File: src/rtl/uart_rx_fifo_pkg.sv
// rtl/uart_rx_fifo_pkg.sv - shared UART receive-buffer constants
package uart_rx_fifo_pkg;
  localparam int UART_DATA_WIDTH = 8;
  localparam int RX_FIFO_DEPTH   = 16;
  localparam int RX_FIFO_AFULL   = 14;
  localparam int CLK_PERIOD_NS   = 8;
endpackage

File: src/rtl/uart_fifo_mem.sv
// rtl/uart_fifo_mem.sv - simple dual-port DEPTH x DATA_WIDTH array, sync write and sync read
module uart_fifo_mem #(
  parameter int DATA_WIDTH = 8,
  parameter int DEPTH      = 16,
  localparam int ADDR_W    = $clog2(DEPTH)
) (
  input  logic                  clk,
  input  logic                  i_wr_en,
  input  logic [ADDR_W-1:0]     i_wr_addr,
  input  logic [DATA_WIDTH-1:0] i_wr_data,
  input  logic                  i_rd_en,
  input  logic [ADDR_W-1:0]     i_rd_addr,
  output logic [DATA_WIDTH-1:0] o_rd_data
);
  logic [DATA_WIDTH-1:0] mem_q [DEPTH];
  logic [DATA_WIDTH-1:0] rd_data_q;

  // Read-before-write on a shared address: a full-FIFO push+pop must return the old entry.
  always_ff @(posedge clk) begin
    if (i_wr_en) mem_q[i_wr_addr] <= i_wr_data;
    if (i_rd_en) rd_data_q <= mem_q[i_rd_addr];
  end

  assign o_rd_data = rd_data_q;
endmodule

File: src/rtl/uart_rx_fifo.sv
// rtl/uart_rx_fifo.sv - receive byte buffer between UART receiver and consumer, with sticky overrun
module uart_rx_fifo
  import uart_rx_fifo_pkg::*;
#(
  parameter int DATA_WIDTH  = UART_DATA_WIDTH,
  parameter int DEPTH       = RX_FIFO_DEPTH,
  parameter int AFULL_LEVEL = DEPTH - 2,
  localparam int ADDR_W     = $clog2(DEPTH)
) (
  input  logic                  sysclk,
  input  logic                  rst_n,
  input  logic                  i_rx_dv,
  input  logic [DATA_WIDTH-1:0] i_rx_byte,
  input  logic                  i_rd_en,
  input  logic                  i_clr_overrun,
  output logic [DATA_WIDTH-1:0] o_rd_data,
  output logic                  o_rd_valid,
  output logic                  o_empty,
  output logic                  o_full,
  output logic                  o_almost_full,
  output logic [ADDR_W:0]       o_count,
  output logic                  o_overrun
);
  localparam logic [ADDR_W:0]   DEPTH_C = (ADDR_W + 1)'(DEPTH);
  localparam logic [ADDR_W:0]   AFULL_C = (ADDR_W + 1)'(AFULL_LEVEL);
  localparam logic [ADDR_W:0]   CNT_ONE = (ADDR_W + 1)'(1);
  localparam logic [ADDR_W-1:0] PTR_ONE = ADDR_W'(1);

  logic [ADDR_W-1:0]     wr_ptr_q, wr_ptr_d;
  logic [ADDR_W-1:0]     rd_ptr_q, rd_ptr_d;
  logic [ADDR_W:0]       count_q, count_d;
  logic                  overrun_q, overrun_d;
  logic                  rd_valid_q, rd_valid_d;
  logic                  have_data_q, have_data_d;
  logic                  wr_acc, rd_acc, drop;
  logic [DATA_WIDTH-1:0] mem_rd_data;

  assign o_empty       = (count_q == '0);
  assign o_full        = (count_q == DEPTH_C);
  assign o_almost_full = (count_q >= AFULL_C);
  assign o_count       = count_q;
  assign o_overrun     = overrun_q;
  assign o_rd_valid    = rd_valid_q;
  // The array has no reset, so the output reads zero until the first successful pop.
  assign o_rd_data     = have_data_q ? mem_rd_data : '0;

  // A pop on a full buffer frees the slot, so the same-cycle write is kept.
  assign rd_acc = i_rd_en && !o_empty;
  assign wr_acc = i_rx_dv && (!o_full || rd_acc);
  assign drop   = i_rx_dv && o_full && !rd_acc;

  always_comb begin
    wr_ptr_d    = wr_ptr_q;
    rd_ptr_d    = rd_ptr_q;
    count_d     = count_q;
    overrun_d   = overrun_q;
    rd_valid_d  = rd_acc;
    have_data_d = have_data_q | rd_acc;
    if (wr_acc) wr_ptr_d = wr_ptr_q + PTR_ONE;
    if (rd_acc) rd_ptr_d = rd_ptr_q + PTR_ONE;
    case ({wr_acc, rd_acc})
      2'b10:   count_d = count_q + CNT_ONE;
      2'b01:   count_d = count_q - CNT_ONE;
      default: count_d = count_q;
    endcase
    if (drop)               overrun_d = 1'b1;
    else if (i_clr_overrun) overrun_d = 1'b0;
  end

  always_ff @(posedge sysclk or negedge rst_n) begin
    if (!rst_n) begin
      wr_ptr_q    <= '0;
      rd_ptr_q    <= '0;
      count_q     <= '0;
      overrun_q   <= 1'b0;
      rd_valid_q  <= 1'b0;
      have_data_q <= 1'b0;
    end else begin
      wr_ptr_q    <= wr_ptr_d;
      rd_ptr_q    <= rd_ptr_d;
      count_q     <= count_d;
      overrun_q   <= overrun_d;
      rd_valid_q  <= rd_valid_d;
      have_data_q <= have_data_d;
    end
  end

  uart_fifo_mem #(
    .DATA_WIDTH (DATA_WIDTH),
    .DEPTH      (DEPTH)
  ) u_mem (
    .clk       (sysclk),
    .i_wr_en   (wr_acc),
    .i_wr_addr (wr_ptr_q),
    .i_wr_data (i_rx_byte),
    .i_rd_en   (rd_acc),
    .i_rd_addr (rd_ptr_q),
    .o_rd_data (mem_rd_data)
  );
endmodule

File: config.mk
export PLATFORM = sky130hd
export DESIGN_NAME = uart_rx_fifo
export DESIGN_NICKNAME = d
export VERILOG_FILES = /design/src/rtl/uart_rx_fifo_pkg.sv /design/src/rtl/uart_fifo_mem.sv /design/src/rtl/uart_rx_fifo.sv
export SDC_FILE = /design/constraint.sdc
export NUM_CORES = 1
export LEC_CHECK = 0
export BUFFER_PORTS_ARGS = -buffer_cell sky130_fd_sc_hd__buf_2
export CAP_MARGIN = 15
export CORE_ASPECT_RATIO = 0.5
export CORE_MARGIN = 2
export CORE_UTILIZATION = 35
export CTS_CLUSTER_SIZE = 8
export DETAILED_ROUTE_END_ITERATION = 10
export PLACE_DENSITY = 0.6
export SLEW_MARGIN = 20
export SYNTH_ARGS = -nofsm -noshare
export SYNTH_HDL_FRONTEND = slang
export SYNTH_SLANG_ARGS = --single-unit
File: constraint.sdc
create_clock -name sysclk -period 3.8 [get_ports sysclk]
set_clock_uncertainty 0.1 [all_clocks]
set_input_delay 0.57 -clock sysclk [delete_from_list [all_inputs] [get_ports sysclk]]
set_output_delay 0.57 -clock sysclk [all_outputs]
set_load 0.02 [all_outputs]
==> impl_results.md <==
- Number of sinks on the clock net: 152
- Post-CTS clock slew at the launch and capture registers of the worst setup and hold paths: approximately 0.06 ns
- Routed wire length: roughly 12,000 um
- Total count of hold-check failures in the final report: 0
- Clk Tree Root Cell: clkbuf_16
- Combinational Power Share: 0.276
- Placed inst area: about 6800 um2
- Area of the placeable core: around 18,000 um2
- Number of iterations in the first detailed-routing pass: 4
- Gate family responsible for the most delay along the worst path: compound AO/OA/AOI/OAI gates
- Unrepaired setup endpoints after global routing: no
- Fin crit period: between 3 and 4 ns
- Critical Path RT: between 4 and 5 ns
- Std-Cell Rows: 34
- Global placement routability congestion: between 0.7 and 0.8
- Top cells by instance count after synthesis: edfxtp_1, mux4_2, mux4_1
- Crit. End Element: flop
- Share of cells above drive strength 1: 0.2688
- Most area-hungry cell type in the Yosys netlist: edfxtp_1
- Total congestion overflow: 0
- Slew Viols, Final: 0
- Worst slew margin relative to its limit: 0.5626
- Area share of the largest cell type after synthesis: 0.6396
- Fillers: 1,571
- Initial core utilization: 0.3625
- Total die area: 19,400 um2
- Worst Reg2Reg Path Length in Cells: 7
- Leak pwr: ~2.5 nW
- Iteration-0 DRC count of the detailed router: 275
- Fin Hold WS: 0.2504 ns
- Startpoint class of the critical path: flop
- FF+latch count, synth: between 150 and 200
- Maximum clock insertion buffer count: 2
- Final HPWL from detailed placement: 7650 um
- Most frequent cell on the critical path: a21oi_1
- H-tree levels: 4
- Number of antenna violations at the first check in global routing: 0
- Hold endpoint: o_overrun$_DFFE_PN0P_
- Endpoint of the lowest-slack register-to-register path: o_count[4]$_DFFE_PN0P_
- Reg2Reg Setup Slack: 0.76 ns
- Number of buffers created by CTS: 17
- Post-synth EDFFs: 136
- Setup repair bufs after CTS: 0
- Cell count after synthesis: 320
- Cells resized by post-CTS repair: 0
- TritonCTS clock tree: yes
- Highest Clock Rate: 0.3289 GHz
- Transition time at the pin with the least slew margin: 0.6560 ns
- Net Count, Synth: 342
- Run status: completed
- Count of cells along the worst hold path: 2
- Final standard cell area without fillers: 7391 um2
- Crit path cell chain: nor4_2 > a21oi_1 > fa_1 > a21o_1 > a21oi_1 > mux2_2 > o221ai_1
- Largest net degree at the start of global routing: 36
- Final setup TNS: 0 ns
- Sequential Power Share: 0.425
- Setup-violating endpoint count in the final report: 0
- Via count normalized by instance count: 5.104
- Most numerous cell in the Yosys netlist: edfxtp_1
- Most used flip-flop cell after synthesis: edfxtp_1
- Layout net count: 381
- Horiz. Die Dim: about 200 um
- Async set-reset flop share out of synthesis: 0.1053
- Biggest fanout along the worst timing path: 8
- Total internal power: 3.846 mW
- Yosys warnings: 0
- Sw Share: 0.3083
- Hold bufs inserted after CTS: 1
- DR WL/cell: 19.44 um
- Die Ht: around 100 um
- Count of nets left with antenna violations after detail routing: 0
- Critical path's slowest cell: nor4_2
- Power consumption: 5.560 mW
- Number of port buffers: 30
- CP arrival: 3.27 ns
- Diodes inserted: 0
- Clk pwr share: 0.299
- Max_cap viols: 0
- Number of global-route vias before repair: 3,030
- Syn avg cell area: roughly 20 um2
- Layout overhead on the synthesized area: 15.76%
- Total routing resource utilization after global routing: 0.1295
- Worst setup path class: flop to flop
- Skew-Pair Late Insertion Delay: 0.41 ns
- Total power per unit cell area: about 750 nW/um2
- Worst min-delay path category: input pin to flop
- Min-delay src: i_clr_overrun
- Wire length of the first global-routing pass: 18,120 um
- Leading cell types by total area after synthesis: edfxtp_1, mux4_1, mux4_2
- Count of distinct cell types in the synthesized netlist: 48
- Startpoint of the worst-slack reg-to-reg timing path: o_count[2]$_DFFE_PN0P_
- Buf+Inv Stages, Crit Path: 0
- IO Pins: 31
- Slowest cell delay on critical path: 0.62 ns
- Net Switching: between 1.5 and 2 mW
- Vias: just over 3,000
- Number of remaining DRC errors: 0
- Period Utilization, post-route: 0.8001
- Largest vdd supply drop: 0.3584 mV
- Part of the Yosys area used for sequential elements: 0.7023
- Cell area after synthesis: about 6400 um2
- Number of stages on the worst setup path: 7
cells in the final DEF, fill, tap and decap left out, types with 6 or more instances in the layout:
master / synthesis / routed
a21oi_1: 6 / 6
and2_1: 16 / 16
buf_2: 2 / 30
clkbuf_16: 0 / 17
dfrtp_1: 16 / 15
edfxtp_1: 136 / 136
ha_1: 8 / 8
mux4_1: 19 / 19
mux4_2: 21 / 21
nand2_1: 11 / 11
nor2_1: 6 / 6
xnor2_1: 8 / 8
layer usage:
metal	wire [um]	share of wire	vias to the layer above	global-route usage
li1	-	-	1395	-
met1	5808	0.49	1606	0.1866
met2	5236	0.44	78	0.1918
met3	594	0.050	14	0.03391
met4	143	0.012	0	0.04404
met5	0	0	-	0
stage by stage:
step	instances	utilization	setup slack, ns
3_5_place_dp	573	0.3855	0.8016
4_1_cts	606	0.4197	0.7866
6_report	606	0.4197	0.7596
5_1_grt	606	0.4197	0.5370
2_1_floorplan	320	-	1.056
3_3_place_gp	573	0.3855	0.8540
power by group through the flow:
| stage | clock network, mW | registers (mW) | logic [mW] |
|---|---|---|---|
| after floorplan | 0 | 2.26 | 1.25 |
| after global placement | 0 | 2.39 | 1.53 |
| after detailed placement | 0 | 2.40 | 1.55 |
| after CTS | 1.69 | 2.37 | 1.55 |
| after global routing | 1.77 | 2.41 | 1.67 |
| final | 1.66 | 2.36 | 1.53 |
cells by family (layout without fill, tap and decap cells):
| group | Yosys count | after routing | synth area share |
|---|---|---|---|
| flip-flops | 152 | 152 | 0.7023 |
| XOR/XNOR | 8 | 8 | 0.01097 |
| AO/OA/AOI/OAI | 26 | 26 | 0.03214 |
| adder cells (fa/ha/maj) | 9 | 9 | 0.01881 |
| buffers and inverters | 23 | 75 | 0.02273 |
| multiplexers | 43 | 43 | 0.1572 |
| AND/OR/NAND/NOR | 59 | 59 | 0.05585 |
registers in the layout (all words and copies together) (netlist names):
| signal | count |
|---|---|
| o_rd_valid | 1 |
| rd_ptr_q | 4 |
| have_data_q | 1 |
| u_mem.o_rd_data | 8 |
| wr_ptr_q | 4 |
| o_count | 5 |
| u_mem.mem_q | 128 |
| o_overrun | 1 |
how the worst max path moves through the flow:
stage / endpoint / slack [ns] / startpoint
finish: o_count[4]$_DFFE_PN0P_ / 0.76 / o_count[2]$_DFFE_PN0P_
global placement: o_count[4]$_DFFE_PN0P_ / 0.85 / o_count[2]$_DFFE_PN0P_
detailed placement: o_count[4]$_DFFE_PN0P_ / 0.80 / o_count[2]$_DFFE_PN0P_
floorplan: o_count[4]$_DFFE_PN0P_ / 1.06 / o_count[3]$_DFFE_PN0P_
CTS: o_count[4]$_DFFE_PN0P_ / 0.79 / o_count[2]$_DFFE_PN0P_
global route: o_count[4]$_DFFE_PN0P_ / 0.54 / o_count[2]$_DFFE_PN0P_
cell type report:
type	instances	area, um2	area share
multi-input combinational	145	1780	0.2409
tap	234	292.8	0.03961
clock inverter	15	166.4	0.02252
sequential	152	4486	0.6069
clock buffer	17	425.4	0.05756
timing repair buffer	37	217.7	0.02946
inverter	6	22.52	0.003047
(Power assumes the default switching activity.)
